`config.mk`:
```
export PLATFORM = sky130hd
export DESIGN_NAME = slc3_mem_arbiter
export DESIGN_NICKNAME = d
export VERILOG_FILES = /design/src/rtl/slc3_arb_pkg.sv /design/src/rtl/slc3_mem_arbiter_rr_pick2.sv /design/src/rtl/slc3_mem_arbiter.sv
export SDC_FILE = /design/constraint.sdc
export NUM_CORES = 1
export LEC_CHECK = 0
export ABC_AREA = 1
export BUFFER_PORTS_ARGS = -buffer_cell sky130_fd_sc_hd__buf_2
export CORE_ASPECT_RATIO = 0.7
export CORE_MARGIN = 4
export CORE_UTILIZATION = 45
export DETAILED_ROUTE_END_ITERATION = 10
export PLACE_DENSITY = 0.83
export SLEW_MARGIN = 25
export SYNTH_ARGS = -nofsm -noshare
export SYNTH_HDL_FRONTEND = slang
export SYNTH_HIERARCHICAL = 1
export SYNTH_SLANG_ARGS = --single-unit
```
`constraint.sdc`:
```
create_clock -name Clk -period 1.75 [get_ports Clk]
set_clock_uncertainty 0.1 [all_clocks]
set_input_delay 0.0875 -clock Clk [delete_from_list [all_inputs] [get_ports Clk]]
set_output_delay 0.0875 -clock Clk [all_outputs]
set_load 0.05 [all_outputs]
```
`src/rtl/slc3_arb_pkg.sv`:
```
// Shared types for the SLC-3 memory arbiter: FSM states and port identifiers.
package slc3_arb_pkg;

  typedef enum logic [1:0] {
    IDLE   = 2'd0,
    ACCESS = 2'd1,
    RESP   = 2'd2
  } arb_state_t;

  typedef logic port_id_t;

  localparam int NUM_PORTS = 2;

endpackage

```
`src/rtl/slc3_mem_arbiter_rr_pick2.sv`:
```
// Two-way round-robin pick: a lone requester wins, a tie goes to the port that
// did not win last time.
module rr_pick2
  import slc3_arb_pkg::*;
(
  input  logic [NUM_PORTS-1:0] req,
  input  logic                 last_gnt,
  output logic                 valid,
  output logic                 winner
);

  always_comb begin
    valid  = |req;
    winner = 1'b0;
    if (req == 2'b11) winner = ~last_gnt;
    else              winner = req[1];
  end

endmodule

```
`src/rtl/slc3_mem_arbiter.sv`:
```
// Shares one SRAM port between the SLC-3 CPU (port 0) and the loader/DMA
// (port 1): round-robin grant, fixed-latency access, one-cycle ack.
//
// state  | meaning
// IDLE   | no transaction; sample req and grant a winner
// ACCESS | OE or WE held for MEM_LAT cycles; read data sampled on the last edge
// RESP   | ack pulsed to the granted port for one cycle
module slc3_mem_arbiter
  import slc3_arb_pkg::*;
#(
  parameter int MEM_LAT = 2,
  parameter int ADDR_W  = 16,
  parameter int DATA_W  = 16
) (
  input  logic                 Clk,
  input  logic                 Reset,
  input  logic [NUM_PORTS-1:0] req,
  input  logic [NUM_PORTS-1:0] we,
  input  logic [ADDR_W-1:0]    addr0,
  input  logic [ADDR_W-1:0]    addr1,
  input  logic [DATA_W-1:0]    wdata0,
  input  logic [DATA_W-1:0]    wdata1,
  output logic [NUM_PORTS-1:0] ack,
  output logic [DATA_W-1:0]    rdata,
  output logic                 busy,
  output logic                 gnt_id,
  output logic [ADDR_W-1:0]    ADDR,
  output logic                 OE,
  output logic                 WE,
  output logic [DATA_W-1:0]    Data_to_SRAM,
  input  logic [DATA_W-1:0]    Data_from_SRAM
);

  localparam int CNT_W = $clog2(MEM_LAT + 1);

  arb_state_t       state;
  logic [CNT_W-1:0] cnt;
  logic             we_q;
  logic             last_gnt;
  logic             pick_valid;
  logic             pick_winner;

  rr_pick2 u_pick (
    .req    (req),
    .last_gnt(last_gnt),
    .valid  (pick_valid),
    .winner (pick_winner)
  );

  always_ff @(posedge Clk) begin
    if (Reset) begin
      state        <= IDLE;
      cnt          <= '0;
      we_q         <= 1'b0;
      last_gnt     <= 1'b1;
      ack          <= '0;
      rdata        <= '0;
      busy         <= 1'b0;
      gnt_id       <= 1'b0;
      ADDR         <= '0;
      OE           <= 1'b0;
      WE           <= 1'b0;
      Data_to_SRAM <= '0;
    end else begin
      case (state)
        IDLE: begin
          ack <= '0;
          if (pick_valid) begin
            gnt_id       <= pick_winner;
            last_gnt     <= pick_winner;
            ADDR         <= pick_winner ? addr1 : addr0;
            Data_to_SRAM <= pick_winner ? wdata1 : wdata0;
            we_q         <= we[pick_winner];
            OE           <= ~we[pick_winner];
            WE           <= we[pick_winner];
            cnt          <= CNT_W'(MEM_LAT - 1);
            busy         <= 1'b1;
            state        <= ACCESS;
          end
        end
        ACCESS: begin
          // OE/WE stay registered high until the terminal count edge
          if (cnt == '0) begin
            OE    <= 1'b0;
            WE    <= 1'b0;
            ack   <= gnt_id ? 2'b10 : 2'b01;
            state <= RESP;
            if (!we_q) rdata <= Data_from_SRAM;
          end else begin
            cnt <= cnt - 1'b1;
          end
        end
        RESP: begin
          ack   <= '0;
          busy  <= 1'b0;
          state <= IDLE;
        end
        default: begin
          ack   <= '0;
          OE    <= 1'b0;
          WE    <= 1'b0;
          busy  <= 1'b0;
          state <= IDLE;
        end
      endcase
    end
  end

endmodule

```
* Word-level counts from Yosys, hierarchy flattened
Cells that the tools add are included.
** Word-level totals
- Bits of input ports :: 86
- Flip-flop bits (word level) :: 60
- Logic and storage cells :: 54
** Operators by class
- Add/subtract/negate cells :: 1
- Reduce and logical (&&, ||, !) cells :: 11
- Bitwise gates (word level) :: 5
- Muxes and demuxes :: 18
- $lt $le $gt $ge :: 1
- Equality and inequality tests :: 6
** Operator list (number)
- 16-bit two-way mux :: 2
- 3-bit AND reduction :: 3
- 2-bit two-way mux :: 4
- 2-bit one-hot mux with 2 select lines :: 2
- 1-bit two-way mux :: 7
- 2-bit inequality test (second input constant) :: 3
- 1-bit one-hot mux with 3 select lines :: 2
- 2-bit AND reduction :: 3
- 1-bit NOT :: 5
- 2-bit equality test (second input constant) :: 2
- 2-bit logical NOT :: 2
- 2-bit OR reduction :: 2
- 2-bit by 1-bit equality test with 1-bit output (second input constant) :: 1
- 1-bit by 2-bit less-than comparator with 1-bit output (second input constant) :: 1
- 1-bit one-hot mux with 2 select lines :: 1
- 2-bit nonzero test :: 1
- 2-bit by 1-bit subtractor with 2-bit output (second input constant) :: 1

* Depth between registers and ports, before layout
- Depth after elaboration :: 7
- Depth in mapped cells :: 9
- Gate-level depth less buffers :: 8

* By module
The synthesis kept the hierarchy.
** By module, submodules not included
- slc3_mem_arbiter :: seq. area each 1201.2 um2, times used 1, area each 2598.7 um2, cells an instance 382
- rr_pick2 :: seq. area each 0.0 um2, times used 1, area each 15.0 um2, cells an instance 3

* Worst setup path before layout
No wires, ideal clock.
- Kind :: reg2reg
- Start :: register cnt[0]
- End :: register rdata[10]
- Slack :: 0.382 ns
- Required time :: 1.534 ns
- Path buffers :: 1
- Arrival time :: 1.152 ns
- Stages on the path, launching flop included :: 9
- Setup time :: 0.116 ns
- Path through :: dfxtp_1 -> inv_1 -> ha_1 -> inv_1 -> nor2_1 -> nand2_4 -> buf_6 -> o21ai_0 -> nor2_1
** On the way
- Word-level cells in the longest chain between the ends :: 2
** RTL lines
- start, declared :: RTL line slc3_mem_arbiter.sv:37 : logic [CNT_W-1:0] cnt;
- start signal, assigned :: RTL line slc3_mem_arbiter.sv:76 : cnt <= CNT_W'(MEM_LAT - 1);
- start signal, assigned :: RTL line slc3_mem_arbiter.sv:90 : cnt <= cnt - 1'b1;
- 2-bit logical NOT :: RTL line slc3_mem_arbiter.sv:83 : if (cnt == '0) begin
- 3-bit AND reduction (no source line)
- end signal, assigned :: RTL line slc3_mem_arbiter.sv:88 : if (!we_q) rdata <= Data_from_SRAM;
- end, declared :: RTL line slc3_mem_arbiter.sv:24 : output logic [DATA_W-1:0] rdata,
Every way passes these cells.
A chain may end at the register's enable or synchronous reset.

* Worst setup path after layout
- Start :: register cnt[0]
- End :: register rdata[0]
Same word-level chain as after synthesis.

==> results.ini <==
[sta]
finalMaxSlewViolations=0
relSlewSlack_pct=69.0
period_needed_ns=1.51
tns_ns=0
setup_violations=0
tightest_slew_ns=0.465
fin_crit_sh_pct=86.2
hold_viol_final=0
rsz0062_at_grt=false
fmax_mhz=663

[routing]
vias_per_cell=4.82
wl_per_cell_um=13.5
drtPass1Iterations=5
initialDrtViolationCount=140
post-route-drc-count=0
wirelength_mm=8.80
ant_nets=0
route.vias.total=3135

[die]
io_pins=140
die_x_um=99.1
core_um2=5420
fp.dieH_um=71.8
die_area_um2=7110
start_util_pct=48.2
core.rowCount=22

[synth]
synth_edf_count=0
synthTopCellsByCount=nand2_1, nor2_1, dfxtp_1
synthFlopType=dfxtp_1
synth_top_area_cell=dfxtp_1
ys_warn_count=6
async_flop_share_pct=0
synthCells=385
synth_fp_nets=473
yosys-top-cells-area=dfxtp_1, nand2_1, nor2_1
syn_area_um2=2610
synth_seq_area_share_pct=46.0
synth_top_cell_area_share_pct=46.0
synth_cell_type_count=21
synth.most_common_cell=nand2_1
syn_avg_cell_area_um2=6.79
synth-seq-cells=60

[clock_tree]
cts_made_buffers=9
tritoncts=built
clk_pin_slew_ns=0.07
cts.path.max_buffers=2
clk_latency_ns=0.32
clock-sinks=60
clock-root-buffer=clkbuf_8
cts_resized=0
cts_max_level=3

[critical_path]
r2r_setup_slack_ns=0.24
startpoint_type=flop
worstPathArrival_ns=1.62
criticalPathCategory=flop to flop
cp-end-kind=flop
cp.required_ns=1.86
path_max_fanout=17

[place]
hpwlAfterDp_mm=5.47
gp_congestion=0.827
numPortBuffers=139

[global_routing]
first_global_vias=3108
grt_pass1_wl_mm=14.4
grt.overflow.total=0
grt_max_degree=37
antenna_found_initial=0
grtUsageTotal_pct=25.5

[finish]
n_antenna_cell=0
fill_cells=409
nets=661
fin_util_pct=74.6
drive_above_1_share_pct=29.2
area_delta_synth_final_pct=54.8

[run_status]
outcome=complete, no violations

[hold_path]
worstHoldPathType=input port to flop

[power_and_ir_drop]
totalPowerFinal_mw=4.98
p_leak_nw=2.16
ir_drop_mv=0.637
power_density_nw_per_um2=1230

[job]
drv_cap=0

==> placed cells by master, fill, tap and decap left out, drive strengths merged <==
| cell | n |
|---|---|
| buf | 146 |
| nand2 | 115 |
| nor2 | 108 |
| dfxtp | 60 |
| dlygate4sd3 | 52 |
| o21ai | 50 |
| inv | 15 |
| clkbuf | 12 |
| a21oi | 7 |
| nand3 | 4 |
| ha | 2 |
| clkinv | 2 |
| o22ai | 1 |
| nand4 | 1 |
| clkinvlp | 1 |
| bufinv | 1 |
| or2 | 1 |
==> worst max-delay path: stages, from the launching register on <==
cell and delay, ns:
dfxtp_1 0.33, inv_1 0.08, ha_1 0.17, inv_1 0.07, nor2_1 0.17, nand2_4 0.15
o21ai_0 0.26, nor2_1 0.07
==> power by group <==
| part | switching, mW | internal, mW | total (mW) |
|---|---|---|---|
| clock network | 0.509 | 0.731 | 1.24 |
| registers | 0.145 | 1.61 | 1.76 |
| logic | 1.43 | 0.557 | 1.98 |
==> path summary, 6_finish.rpt <==
check,startpoint,to,depth (start not counted)
worst max register to register,cnt[0]$_SDFFE_PP0P_,rdata[0]$_SDFFE_PP0P_,7
worst min register to register,busy$_SDFFE_PP0P_,busy$_SDFFE_PP0P_,2
worst min-delay path,wdata1[13],Data_to_SRAM[13]$_SDFFE_PP0P_,5
worst max-delay path,cnt[0]$_SDFFE_PP0P_,rdata[0]$_SDFFE_PP0P_,7
==> through the flow <==
| step | hold WS [ns] | setup slack (ns) | std cells | instance area (um^2) |
|---|---|---|---|---|
| final | 0.00194 | 0.241 | 650 | 4050 |
| after floorplan | 0.0566 | 0.382 | 385 | 2610 |
| after global routing | 0.00149 | 0.129 | 650 | 4050 |
| after global placement | 0.220 | 0.399 | 582 | 3320 |
| after detailed placement | 0.224 | 0.269 | 582 | 3320 |
| after CTS | 0.0000925 | 0.262 | 650 | 4050 |
==> repair_timing <==
item | 4_1_cts | 5_1_grt
setup endpoints to repair | 0 | 0
hold endpoints to repair | 40 | 0
hold buffers | 52 | 0
setup buffers | 0 | 0
==> registers in the layout, summed over array words and instances (netlist names) <==
name,flops
Data_to_SRAM,16
rdata,16
gnt_id,1
WE,1
cnt,2
ack,2
busy,1
we_q,1
OE,1
state,2
ADDR,16
last_gnt,1
==> cell type report <==
class,count,area [um^2],area share (%)
Timing Repair Buffer,198,1280,31.7
Multi-Input combinational cell,289,1200,29.8
Clock buffer,12,155,3.83
Clock inverter,4,47.5,1.18
Sequential cell,60,1200,29.7
Tap cell,72,90.1,2.23
Inverter,15,66.3,1.64
==> logic make-up after synthesis <==
kind of cell	after synthesis	share of synthesized area (%)
buf+inv	36	8.09
fa+ha+maj	2	0.957
simple gates	229	33.8
compound gates	58	11.2
flops	60	46.0
==> layer usage <==
metal | global-route usage [%] | vias up | share of wire [%]
li1 | - | 1570 | -
met1 | 29.5 | 1363 | 38
met2 | 43.2 | 184 | 48
met3 | 10.3 | 18 | 12
met4 | 8.33 | 0 | 2.0
met5 | 0 | - | 0
Note: power is estimated with default switching activity, not from simulation.
